**src/rtl/sync_fifo_level.sv**
```systemverilog
// Single-clock FIFO with exact occupancy level, programmable almost-full/almost-empty
// thresholds and registered flags. Optional sticky error flags under FIFO_ERR_FLAGS_EN.
module sync_fifo_level #(
  parameter int DATA_WIDTH    = 8,
  parameter int SIZE_LOG2     = 5,
  parameter int AFULL_THRESH  = (2 ** SIZE_LOG2) - 2,
  parameter int AEMPTY_THRESH = 2
) (
  input  logic                  clk,
  input  logic                  rst,
  input  logic                  p_write_en,
  input  logic [DATA_WIDTH-1:0] p_write_data,
  output logic                  p_write_full,
  output logic                  p_almost_full,
  input  logic                  p_read_en,
  output logic [DATA_WIDTH-1:0] p_read_data,
  output logic                  p_read_valid,
  output logic                  p_read_empty,
  output logic                  p_almost_empty,
`ifdef FIFO_ERR_FLAGS_EN
  output logic                  p_overflow,
  output logic                  p_underflow,
`endif
  output logic [SIZE_LOG2:0]    p_level
);

  localparam int DEPTH = 2 ** SIZE_LOG2;
  localparam int LW    = SIZE_LOG2 + 1;
  localparam logic [SIZE_LOG2:0] DEPTH_L = LW'(DEPTH);

  logic [DATA_WIDTH-1:0] mem [DEPTH];
  logic [SIZE_LOG2:0]    wptr;
  logic [SIZE_LOG2:0]    rptr;
  logic [SIZE_LOG2:0]    level_next;
  logic                  wr_acc;
  logic                  rd_acc;

  // Handshake: a request is taken on a rising edge when its enable is high and the
  // registered full (write) or empty (read) flag is low; otherwise it is dropped.
  // Accepted read data appears with p_read_valid exactly one cycle later.
  assign wr_acc = p_write_en & ~p_write_full;
  assign rd_acc = p_read_en & ~p_read_empty;

  always_comb begin
    level_next = p_level;
    case ({wr_acc, rd_acc})
      2'b10:   level_next = p_level + 1'b1;
      2'b01:   level_next = p_level - 1'b1;
      default: level_next = p_level;
    endcase
  end

  // Storage is never cleared; after reset the pointers make stale words unreachable.
  always_ff @(posedge clk) begin
    if (wr_acc && !rst) begin
      mem[wptr[SIZE_LOG2-1:0]] <= p_write_data;
    end
  end

  always_ff @(posedge clk) begin
    if (rst) begin
      wptr           <= '0;
      rptr           <= '0;
      p_level        <= '0;
      p_write_full   <= 1'b0;
      p_read_empty   <= 1'b1;
      p_almost_empty <= 1'b1;
      p_almost_full  <= (AFULL_THRESH == 0);
      p_read_valid   <= 1'b0;
      p_read_data    <= '0;
    end else begin
      if (wr_acc) begin
        wptr <= wptr + 1'b1;
      end
      if (rd_acc) begin
        rptr        <= rptr + 1'b1;
        p_read_data <= mem[rptr[SIZE_LOG2-1:0]];
      end
      p_read_valid <= rd_acc;
      // Flags come from the next level so they line up with the registered p_level.
      p_level        <= level_next;
      p_write_full   <= (level_next == DEPTH_L);
      p_read_empty   <= (level_next == '0);
      p_almost_full  <= (int'(level_next) >= AFULL_THRESH);
      p_almost_empty <= (int'(level_next) <= AEMPTY_THRESH);
    end
  end

`ifdef FIFO_ERR_FLAGS_EN
  always_ff @(posedge clk) begin
    if (rst) begin
      p_overflow  <= 1'b0;
      p_underflow <= 1'b0;
    end else begin
      if (p_write_en && p_write_full) p_overflow  <= 1'b1;
      if (p_read_en && p_read_empty)  p_underflow <= 1'b1;
    end
  end
`endif

endmodule

```
**config.mk**
```make
export PLATFORM = sky130hd
export DESIGN_NAME = sync_fifo_level
export DESIGN_NICKNAME = d
export VERILOG_FILES = /design/src/rtl/sync_fifo_level.sv
export SDC_FILE = /design/constraint.sdc
export NUM_CORES = 1
export LEC_CHECK = 0
export CORE_ASPECT_RATIO = 0.6
export CORE_MARGIN = 3
export CORE_UTILIZATION = 55
export DETAILED_ROUTE_END_ITERATION = 16
export PLACE_DENSITY = 0.73
export SETUP_SLACK_MARGIN = 0.1
export SYNTH_ARGS = -nofsm -noshare
export SYNTH_HDL_FRONTEND = slang
export SYNTH_SLANG_ARGS = --single-unit
```
**constraint.sdc**
```tcl
create_clock -name clk -period 3.55 [get_ports clk]
set_clock_uncertainty 0.1 [all_clocks]
set_input_delay 0.71 -clock clk [delete_from_list [all_inputs] [get_ports clk]]
set_output_delay 0.71 -clock clk [all_outputs]
set_load 0.02 [all_outputs]
```
==> results.ini, run 1 <==
[clock_network]
cts_tree = yes
hold_buffers = 0
cts_setup_buffers = 0
clk_pin_slew_ns = 0.06
root_buffer = clkbuf_16
cts_resized = 0
insertion_delay_ns = 0.52
numCtsBuffers = 25
htreeDepth = 1
clock_path_buffers = 3
clock_sinks = 285

[yosys]
yosys.area.top_type = edfxtp_1
synth_top_area_share_pct = 66.8
ys_types = 53
synthTopCellsByArea = edfxtp_1 67%, mux4_2 16%, dfxtp_1 5.0%
synth_nets = 623
synth-seq-cells = 285
syn_area_per_cell_um2 = 19.1
synth_edf_count = 256
ys_warn_count = 0
synth-async-reset-ratio_pct = 0
yosysSeqAreaShare_pct = 71.8
ys.flop_type = edfxtp_1
synth.cell_area_um2 = 11500
synthCells = 604

[critical_path]
startpoint = p_read_en
r2r-start = p_read_empty$_SDFF_PP1_
reg2reg_depth = 11
critPathCaptureType = flop
slowest_delay_ns = 0.46
cpLargestDelayFamily = simple AND/OR/NAND/NOR gates
crit_chain = clkdlybuf4s50_1 -> nand2b_1 -> inv_2 -> nand2_1 -> xnor2_1 -> ha_1 -> or4_4 -> nor3_2 -> a21oi_2 -> or3_1 -> o211a_1 -> nor3_1
cp_max_fo = 9
worstPathArrival_ns = 3.23
worst-setup-path-type = in2reg
required_ns = 3.87
startpoint_type = input port
slowest_stage = clkdlybuf4s50_1
cp.depth = 12
path_buf_inv = 2

[finish]
design_area_um2 = 13100
area_delta_synth_final_pct = 13.9
drive_gt1_share_pct = 26.5
diodes = 0
utilization_pct = 64.7
nets = 695

[route]
ant_nets = 0
via_per_inst = 6.25
firstDrtPassIters = 5
totalWireLength_mm = 24.7
drc = 0
routed-via-count = 6048
wl_per_cell_um = 25.5
drtIter0Drc = 746

[global_routing]
grt_pass1_vias = 6041
grt_first_pass_wirelength_mm = 37.6
grtUsageTotal_pct = 22.4
antenna_found_initial = 1
grt_max_degree = 33
grt_overflow_total = 0

[die]
die_h_um = 118
die-area_um2 = 22800
io_pins = 31
chipWidth_um = 193
rows = 40
initial_core_util_pct = 56.8
core_area_um2 = 20300

[worst_hold_path]
min_from = p_read_data[5]$_SDFFE_PP0P_
hold_path_class = reg2reg
min_delay_path_depth = 2

[placed_design]
gp_congestion = 0.808
hpwl_mm = 16.0
dp_slack_ns = 0.161
postPlaceCellArea_um2 = 12400
port_buffers = 30

[timing]
fin_ws_ns = 0.645
hold_violations = 0
setup_viol = 0
fin_crit_sh_pct = 81.8
tightest_slew_ns = 0.924
rsz0062_at_grt = no
slew_headroom_pct = 38.3
max_freq_mhz = 344
slew_viol_final = 0
tns_ns = 0
finalCriticalPeriod_ns = 2.91

[run]
maxCapViolCount = 0

[pwr]
power.leakage_nw = 4.10
ir_worst_vdd_v = 0.000472
powerDensity_nw_per_um2 = 586

[status]
status = finished clean

==> sequential cells by signal, indices dropped and copies added (netlist names) <==
register,flops
mem,256
p_read_data,8
p_level,6
rptr,5
wptr,5
p_almost_empty,1
p_almost_full,1
p_read_empty,1
p_read_valid,1
p_write_full,1
==> stage by stage <==
stage / hold WS (ns) / total power (W) / cells
finish: 0.403 / 0.00769 / 968
detailed placement: 0.390 / 0.00529 / 922
global route: 0.426 / 0.00799 / 968
floorplan: 0.381 / 0.00485 / 604
CTS: 0.400 / 0.00774 / 968
global placement: 0.398 / 0.00526 / 922
==> cell type report <==
class	count	area (um^2)
clock buffers	29	641
clock inverters	17	95.1
well taps	273	342
inverters	9	33.8
multi-input cells	272	3000
repair buffers	83	736
fillers	1369	7150
flip-flops and latches	285	8270
==> routing by layer <==
layer	vias to the layer above	global-route usage, %	part of all wire [%]
met2	272	32.9	45
met3	36	5.39	9.8
met5	-	0	0.053
li1	2580	-	-
met1	3158	35.2	43
met4	2	4.27	1.7
==> worst register-to-register path, cell delays in order, from the launching register on <==
cell and delay, ns:
dfxtp_1 0.31, nand2b_1 0.17, inv_2 0.09, nand2_1 0.08, xnor2_1 0.14, ha_1 0.24
or4_4 0.42, nor3_2 0.13, a21oi_2 0.10, or3_1 0.35, o211a_1 0.23, nor3_1 0.20
==> cell usage in the layout (no fill, tap or decap), types with 2 or more instances in the layout <==
| cell | netlist | routed |
|---|---|---|
| edfxtp_1 | 256 | 256 |
| mux4_2 | 80 | 80 |
| nor2_1 | 63 | 63 |
| buf_4 | 5 | 50 |
| clkdlybuf4s50_1 | 0 | 30 |
| dfxtp_1 | 29 | 27 |
| clkbuf_16 | 0 | 25 |
| nand2_1 | 15 | 15 |
| a21oi_1 | 10 | 10 |
| mux2i_1 | 10 | 10 |
| a211oi_1 | 8 | 8 |
| clkinv_2 | 0 | 8 |
| xor2_1 | 7 | 7 |
| a31oi_1 | 7 | 7 |
| nor3_1 | 7 | 7 |
| ha_1 | 7 | 7 |
| inv_1 | 6 | 6 |
| xnor2_1 | 5 | 5 |
| nand3_1 | 5 | 5 |
| or3_1 | 5 | 5 |
| nand3b_1 | 4 | 4 |
| nand4_1 | 4 | 4 |
| clkbuf_1 | 10 | 4 |
| clkinv_1 | 0 | 4 |
| inv_2 | 3 | 3 |
| nor3b_1 | 3 | 3 |
| clkinvlp_4 | 0 | 3 |
| buf_12 | 0 | 3 |
| o22ai_1 | 2 | 2 |
| and2_1 | 2 | 2 |
| and3_1 | 2 | 2 |
| a211o_1 | 2 | 2 |
==> kinds of logic after synthesis <==
family	Yosys count	share of synthesized area, %
xor gates and xnor gates	12	0.913
DFF	285	71.8
adders and majority gates	7	0.761
AOI/OAI and AO/OA	44	2.90
buffers and inverters	47	2.15
muxes	90	16.5
and+or+nand+nor	119	4.93
==> cells in the mapped netlist, types with 2 or more instances <==
master / count
buf_4: 5
dfxtp_1: 29
xor2_1: 7
buf_1: 6
nand3b_1: 4
ha_1: 7
nand2_1: 15
o22ai_1: 2
or3_1: 5
nor3b_1: 3
mux4_2: 80
clkbuf_1: 10
a211oi_1: 8
a211o_1: 2
a21oi_1: 10
nand4_1: 4
and2_1: 2
and3_1: 2
mux2i_1: 10
inv_1: 6
a31oi_1: 7
edfxtp_1: 256
buf_2: 12
inv_2: 3
xnor2_1: 5
nor2_1: 63
nor3_1: 7
nand3_1: 5
buf_6: 5
==> where the power goes <==
part,internal [W],switching [W],leakage [nW]
registers,0.00373,0.000144,2.54
clock network,0.00130,0.00116,0.359
logic,0.000671,0.000687,1.20
total,0.00570,0.00199,4.10
==> worst paths after layout <==
| check | end | slack [ns] |
|---|---|---|
| max | p_almost_empty$_SDFF_PP1_ | 0.64 |
| min | p_read_data[5]$_SDFFE_PP0P_ | 0.40 |
| max reg2reg | p_almost_empty$_SDFF_PP1_ | 0.91 |
| min reg2reg | p_read_data[5]$_SDFFE_PP0P_ | 0.40 |
No activity file was read; power rests on OpenSTA's default activity.
==> run 2: changes to the inputs <==
clock period = 3 ns   (was 3.55 ns; I/O delays follow)
==> run 2 against run 1 <==
- design area grew 1.9%
- die area unchanged
- hold slack worse by 0.00076 ns
- highest routed layer unchanged
- worst setup slack got worse by 0.36 ns
- count of clock-buffer cells in the layout fell by 1
- largest cell class unchanged
- first-iteration DRC count fell by 13%
- non-clock buffer count rose by 17
- routed wire length fell by 0.26%
==> results.ini, run 2 (synthesis results as in run 1) <==
[status]
status = finished clean  ; unchanged

[route]
routed-via-count = 6076  ; was 6,048
totalWireLength_mm = 24.6  ; was 24.7 mm
wl_per_cell_um = 25.0  ; was 25.5 um
drtIter0Drc = 647  ; was 746
drc = 0  ; unchanged
firstDrtPassIters = 5  ; unchanged
ant_nets = 0  ; unchanged
via_per_inst = 6.17  ; was 6.25

[clock_network]
clock_sinks = 285  ; unchanged
htreeDepth = 1  ; unchanged
cts_resized = 0  ; unchanged
cts_setup_buffers = 0  ; unchanged
hold_buffers = 0  ; unchanged
insertion_delay_ns = 0.54  ; was 0.52 ns
clk_pin_slew_ns = 0.07  ; was 0.06 ns
clock_path_buffers = 3  ; unchanged
numCtsBuffers = 25  ; unchanged
cts_tree = yes  ; unchanged
root_buffer = clkbuf_16  ; unchanged

[die]
die-area_um2 = 22800  ; unchanged
die_h_um = 118  ; unchanged
rows = 40  ; unchanged
core_area_um2 = 20300  ; unchanged
io_pins = 31  ; unchanged
chipWidth_um = 193  ; unchanged
initial_core_util_pct = 56.8  ; unchanged

[timing]
rsz0062_at_grt = no  ; unchanged
max_freq_mhz = 369
slew_viol_final = 0  ; unchanged
fin_crit_sh_pct = 90.4
hold_violations = 0  ; unchanged
finalCriticalPeriod_ns = 2.71
fin_ws_ns = 0.289  ; was 0.645 ns
tns_ns = 0  ; unchanged
slew_headroom_pct = 40.3  ; was 38.3%
tightest_slew_ns = 0.895  ; was 0.924 ns
setup_viol = 0  ; unchanged

[critical_path]
rrSetupSlack_ns = 0.43  ; was 0.91 ns
worst-setup-path-type = in2reg  ; unchanged
rr_endpoint = p_read_empty$_SDFF_PP1_  ; was p_almost_empty$_SDFF_PP1_
reg2reg_depth = 12  ; was 11
r2r-start = p_read_empty$_SDFF_PP1_  ; unchanged
startpoint_type = input port  ; unchanged
critPathCaptureType = flop  ; unchanged
cp_max_fo = 5  ; was 9
required_ns = 3.36  ; was 3.87 ns
worstPathArrival_ns = 3.07  ; was 3.23 ns

[global_routing]
grtUsageTotal_pct = 22.7  ; was 22.4%
grt_pass1_vias = 6034  ; was 6,041
antenna_found_initial = 1  ; unchanged
grt_max_degree = 68  ; was 33
grt_overflow_total = 0  ; unchanged
grt_first_pass_wirelength_mm = 38.0  ; was 37.6 mm

[finish]
final_common_cell = edfxtp_1  ; unchanged
diodes = 0  ; unchanged
design_area_um2 = 13400  ; was 13,100 um^2
largest_reg_flops = 256  ; unchanged
nets = 712  ; was 695
final_cell_mix = 256 x edfxtp_1, 80 x mux4_2, 66 x buf_4  ; was 256 x edfxtp_1, 80 x mux4_2, 63 x nor2_1
area_delta_synth_final_pct = 16.1  ; was 13.9%
drive_gt1_share_pct = 28.7  ; was 26.5%
stdcell_count = 985  ; was 968

[pwr]
power.leakage_nw = 4.23  ; was 4.10 nW
ir_worst_vdd_v = 0.000511  ; was 0.000472 V
powerDensity_nw_per_um2 = 713  ; was 586 nW/um^2

[worst_hold_path]
min_delay_path_depth = 2  ; unchanged
hold_path_class = reg2reg  ; unchanged
min_from = p_read_data[7]$_SDFFE_PP0P_  ; was p_read_data[5]$_SDFFE_PP0P_
holdPathEnd = p_read_data[7]$_SDFFE_PP0P_  ; was p_read_data[5]$_SDFFE_PP0P_

[placed_design]
numPlacedInstances = 939  ; was 922
postPlaceCellArea_um2 = 12500  ; was 12,400 um^2
hpwl_mm = 15.7  ; was 16.0 mm
dp_slack_ns = -0.208  ; was 0.161 ns
gp_congestion = 0.809  ; was 0.808
port_buffers = 30  ; unchanged

[run]
maxCapViolCount = 0  ; unchanged

run 2: cell types whose count changed in the layout (fill, tap and decap cells not counted), moves of 2 or more:
cell	change
buf_4	+16
clkinv_2	-4
bufinv_16	+3
clkbuf_1	-2
run 2: layout make-up:
class                           count  area (um^2)
Tap cell                          273          342
Clock inverter                     18          194
Inverter                            9         33.8
Clock buffer                       28          647
Sequential cell                   285         8270
Multi-Input combinational cell    272         3000
Timing Repair Buffer              100          876
Fill cell                        1357         6900
run 2: how the worst max path moves through the flow:
stage,depth (start not counted),from,to
after detailed placement,10,p_write_en,p_write_full$_SDFF_PP0_
final,11,p_write_en,p_write_full$_SDFF_PP0_
after global routing,12,p_read_en,p_almost_empty$_SDFF_PP1_
after global placement,12,p_read_en,p_read_empty$_SDFF_PP1_
after CTS,11,p_write_en,p_write_full$_SDFF_PP0_
after floorplan,13,p_read_en,p_almost_full$_SDFF_PP0_
run 2: power by group:
group / switching (W) / leakage [nW] / total, W / internal, W
clock network: 0.00143 / 0.405 / 0.00327 / 0.00184
logic: 0.000861 / 1.29 / 0.00172 / 0.000858
registers: 0.000135 / 2.54 / 0.00454 / 0.00441
total: 0.00243 / 4.23 / 0.00953 / 0.00710
run 2: layer usage:
metal  up-vias  routed length [um]  track usage [%]
met2       303               11200             32.8
met5         -                  13                0
met3        33                2340             4.70
met4         2                 364             3.59
li1       2611                   -                -
met1      3127               10700             36.8
run 2: worst max-delay path, stage by stage:
cell and delay, ns:
clkdlybuf4s50_1 0.45, nor2b_4 0.14, inv_2 0.05, buf_4 0.13, ha_1 0.25, buf_4 0.16, and2_1 0.17, o32ai_2 0.29
nor2_1 0.12, a2111oi_4 0.46, and3_1 0.23
run 2: through the flow:
stage / hold slack, ns / util, % / power [W]
after floorplan: 0.381 / - / 0.00574
after global placement: 0.388 / 61.8 / 0.00631
after detailed placement: 0.392 / 61.8 / 0.00636
after CTS: 0.401 / 66.0 / 0.00961
after global routing: 0.431 / 66.0 / 0.00991
final: 0.402 / 66.0 / 0.00953
==> run 3: changes to the inputs <==
CTS_CLUSTER_SIZE = 30   (was unset)
==> results of run 3 <==
No change in the layout: final DEF, timing and power equal those of run 2.
==> edit 1, RTL diff (flow settings as in run 3) <==
`DATA_WIDTH`: 8 -> 10.
--- a/src/rtl/sync_fifo_level.sv
+++ b/src/rtl/sync_fifo_level.sv
@@ -1,7 +1,7 @@
 // Single-clock FIFO with exact occupancy level, programmable almost-full/almost-empty
 // thresholds and registered flags. Optional sticky error flags under FIFO_ERR_FLAGS_EN.
 module sync_fifo_level #(
-  parameter int DATA_WIDTH    = 8,
+  parameter int DATA_WIDTH    = 10,
   parameter int SIZE_LOG2     = 5,
   parameter int AFULL_THRESH  = (2 ** SIZE_LOG2) - 2,
   parameter int AEMPTY_THRESH = 2
Interface: changed (resized p_read_data and p_write_data); port bits go from 31 to 35. The function was not compared with the original's and may differ.
==> edit 1 against run 3 <==
- wire length is 15% higher
- total power is 16% higher
- design area is 19% higher
- synthesized cell count is 18% higher
- sequential cell count is 66 higher
- worst setup slack worse by 0.049 ns
- area after synthesis is 20% higher
- critical path type unchanged
- critical endpoint is now p_almost_full
- largest power group unchanged
- highest routed layer is now met4
==> edit 1: results (changes against run 3) <==
Initial drt markers: 650 (+0.46%)
Maximum vdd drop: 0.463 mV (-9.4%)
Status: finished, final reports clean
Worst-margin pin slew: 0.768 ns (-0.127 ns)
Critical Path Slowest Stage Cell: or4_4
Vias in the first global route: 7,120 (+18%)
Share of layout cells above drive strength 1: 28.1% (-0.51 points)
Largest net degree at the start of global routing: 39 (-43%)
Leading cell types by count after synthesis: edfxtp_1 (320), mux4_2 (80), nor2_1 (52)
Fill cell count: 1,629 (+20%)
Via count: 6,933 (+14%)
Post-synth EDFFs: 320 (+25%)
GRT Total Usage: 21.6% (-1.0 points)
Initial antenna violation count: 0 (-1)
Critical Path Max Stage Delay: 0.51 ns (+0.05 ns)
Area contributors post-synth: edfxtp_1 (69%), mux4_2 (13%), dfxtp_1 (4.5%)
Crit path max fanout: 3 (-2)
Hpwl dp: 18,100 um (+15%)
Num CTS Buffers: 30 (+20%)
Static leakage: 5.01 nW (+18%)
Psw: 0.00261 W (+7.5%)
Gpl congestion: 0.845 (+4.4%)
Max FFs per register: 320 (+25%)
Reg2Reg Setup Slack: 0.37 ns (-0.06 ns)
NumNets Final: 825 (+16%)
Place WS: -0.367 ns (-0.158 ns)
Seq/Total Area, Yosys: 73.9% (+2.1 points)
Routed length per instance: 24.7 um (-1.4%)
Tmin final: 2.76 ns (+0.0492 ns)
Crit path DAT: 3.15 ns (+0.08 ns)
First-pass GRT wire length: 43,500 um (+14%)
[edit 1: changes by cell type in the layout (fill, tap and decap cells not counted), sizes merged, moves of 10 or more]
cell,change
nor2,-11
edfxtp,+64
nor2b,+10
mux2,+23
nand2,+12
clkbuf,+11
[edit 1: logic make-up after synthesis]
group	Yosys count	synth area share, %
flip-flops	351	73.9
XOR/XNOR	14	0.885
multiplexers	114	15.7
adder cells (fa/ha/maj)	7	0.632
AO/OA/AOI/OAI	54	2.95
AND/OR/NAND/NOR	128	4.38
buffers and inverters	47	1.61
[edit 1: worst reg2reg max path, delay by kind of cell, from the launching register on]
family | cells | cell delay (ns)
flops | 1 | 0.32
buf+inv | 1 | 0.07
compound gates | 2 | 0.24
simple gates | 5 | 1.30
xor+xnor | 2 | 0.33
fa+ha+maj | 1 | 0.21
[edit 1: worst paths after layout]
check                        end  depth (start not counted)
hold / removal    p_read_data[7]                          1
hold reg to reg   p_read_data[7]                          1
setup / recovery   p_almost_full                         12
setup reg to reg   p_almost_full                         11
[edit 1: power groups by stage]
stage          Combinational [W]  Clock (W)  Sequential (W)
6_report                 0.00168    0.00387         0.00554
4_1_cts                  0.00169    0.00394         0.00554
3_5_place_dp             0.00169          0         0.00565
2_1_floorplan            0.00108          0         0.00565
3_3_place_gp             0.00165          0         0.00564
5_1_grt                  0.00181    0.00414         0.00555
[edit 1: area by class of cell]
| class | instances | area share (%) |
|---|---|---|
| Sequential cell | 351 | 64.2 |
| Multi-Input combinational cell | 317 | 21.4 |
| Inverter | 6 | 0.204 |
| Clock inverter | 17 | 1.02 |
| Clock buffer | 39 | 5.18 |
| Tap cell | 322 | 2.53 |
| Timing Repair Buffer | 98 | 5.46 |
[edit 1: per-stage QoR]
stage | TNS [ns] | util [%] | std cells
final | 0 | 65.3 | 1150
after global routing | 0 | 65.3 | 1150
after CTS | 0 | 65.2 | 1150
after detailed placement | -1.28 | 61.2 | 1094
after global placement | -0.997 | 61.2 | 1094
after floorplan | 0 | - | 715
[edit 1: what timing repair did]
| action | 4_1_cts | 5_1_grt |
|---|---|---|
| hold endpoints to repair | 0 | 0 |
| resized for setup | 0 | 3 |
| endpoints found under the setup margin | 0 | 2 |
[edit 1: layer usage]
metal  vias to the layer above  wire length [um]  global-route usage [%]
li1                       3061                 -                       -
met1                      3592             12600                    32.7
met2                       231             13000                    32.6
met3                        49              2000                    4.73
met4                         0               772                    6.10
met5                         -                 0                       0
==> edit 2, RTL diff (settings of run 3) <==
Made on the original files. Put one more register stage on the output `p_level`, cleared by the reset. The value now appears one clock later. The other outputs are not delayed to match. Comments in the files are not updated.
--- a/src/rtl/sync_fifo_level.sv
+++ b/src/rtl/sync_fifo_level.sv
@@ -28,6 +28,8 @@
   localparam int LW    = SIZE_LOG2 + 1;
   localparam logic [SIZE_LOG2:0] DEPTH_L = LW'(DEPTH);
 
+  logic [SIZE_LOG2:0] p_level_s0;
+
   logic [DATA_WIDTH-1:0] mem [DEPTH];
   logic [SIZE_LOG2:0]    wptr;
   logic [SIZE_LOG2:0]    rptr;
@@ -42,11 +44,11 @@
   assign rd_acc = p_read_en & ~p_read_empty;
 
   always_comb begin
-    level_next = p_level;
+    level_next = p_level_s0;
     case ({wr_acc, rd_acc})
-      2'b10:   level_next = p_level + 1'b1;
-      2'b01:   level_next = p_level - 1'b1;
-      default: level_next = p_level;
+      2'b10:   level_next = p_level_s0 + 1'b1;
+      2'b01:   level_next = p_level_s0 - 1'b1;
+      default: level_next = p_level_s0;
     endcase
   end
 
@@ -61,7 +63,7 @@
     if (rst) begin
       wptr           <= '0;
       rptr           <= '0;
-      p_level        <= '0;
+      p_level_s0     <= '0;
       p_write_full   <= 1'b0;
       p_read_empty   <= 1'b1;
       p_almost_empty <= 1'b1;
@@ -78,7 +80,7 @@
       end
       p_read_valid <= rd_acc;
       // Flags come from the next level so they line up with the registered p_level.
-      p_level        <= level_next;
+      p_level_s0     <= level_next;
       p_write_full   <= (level_next == DEPTH_L);
       p_read_empty   <= (level_next == '0);
       p_almost_full  <= (int'(level_next) >= AFULL_THRESH);
@@ -98,5 +100,13 @@
   end
 `endif
 
+  always_ff @(posedge clk) begin
+    if (rst) begin
+      p_level <= '0;
+    end else begin
+      p_level <= p_level_s0;
+    end
+  end
+
 endmodule
 
Behaviour: not the same (Yosys sat finds a counterexample within 4 cycles, from zero or initial values and one cycle with rst high).
==> edit 2 against run 3 <==
- global-route usage fell by 0.84 points
- critical path type unchanged
- area after synthesis shrank 0.79%
- design area decreased by 0.97%
- sequential cell count is 6 higher
- total power decreased by 6.7%
- critical path depth did not move
- worst setup slack got worse by 0.018 ns
- wire length is 2.5% lower
- fmax is 0.67% lower
- core utilization shrank 0.32 points
==> edit 2: results (changes against run 3) <==
Crit path DAT: 3.04 ns (-0.03 ns)
DR vias/cell: 5.99 (-2.9%)
Mux share of post-synthesis cell area: 15.7% (-0.83 points)
Initial drt markers: 651 (+0.62%)
Compound-Gate Fraction of Synth Area: 2.49% (-0.42 points)
Largest net degree at the start of global routing: 33 (-51%)
Worst-margin pin slew: 0.666 ns (-0.229 ns)
Num CTS Buffers: 27 (+8.0%)
Layout area overhead: 15.9%
Static leakage: 4.23 nW (about the same)
Hold Startpoint: p_read_data[0]
Adder-Cell Fraction of Synth Area: 0.767% (+0.0061 points)
Total internal power: 0.00682 W (-4.0%)
Skew-Pair Late Insertion Delay: 0.52 ns (-0.02 ns)
Met2 Resource Use GR: 30.9% (-1.8 points)
Post-Syn Instances: 599 (-0.83%)
Sequential Power Share: 51.3% (+3.6 points)
Place WS: -0.195 ns (+0.0135 ns)
WL final: 24,000 um (-2.5%)
Initial antenna violation count: 0 (-1)
Gpl congestion: 0.878 (+8.6%)
Seq/Total Area, Yosys: 73.4% (+1.6 points)
Post-Synthesis Net Count: 618 (-0.80%)
First-pass GRT wire length: 36,400 um (-4.2%)
Cell count after placement: 937 (-0.21%)
Fill cell count: 1,312 (-3.3%)
Status: finished, final reports clean
Maximum vdd drop: 0.482 mV (-5.6%)
Via count: 5,899 (-2.9%)
Comb power frac: 13.6% (-4.4 points)
PD cells: 672 nW/um2 (-5.8%)
[edit 2: layer usage]
layer / vias to the layer above / wire, um
met5: - / 0
met2: 220 / 10600
met1: 3058 / 11000
met3: 33 / 2010
met4: 0 / 372
li1: 2588 / -
[edit 2: worst paths after layout]
check | end | cells after the start | slack (ns)
max | p_almost_full | 11 | 0.27
min reg2reg | p_read_data[0] | 2 | 0.37
min | p_read_data[0] | 2 | 0.37
max reg2reg | p_almost_full | 10 | 0.39
[edit 2: worst max-delay path, cell delays in order]
cell and delay (ns):
clkdlybuf4s50_1 0.45, nand2b_1 0.07, inv_1 0.07, buf_4 0.17, ha_1 0.34, nand2_1 0.10
a211o_1 0.33, a32oi_2 0.23, a311o_1 0.16, o211ai_1 0.21, or2_1 0.29
[edit 2: final cells by class]
type	instances	area share, %
Timing Repair Buffer	98	6.31
Multi-Input combinational cell	268	21.5
Inverter	7	0.198
Tap cell	273	2.58
Clock buffer	37	5.39
Clock inverter	11	0.614
Sequential cell	291	63.4
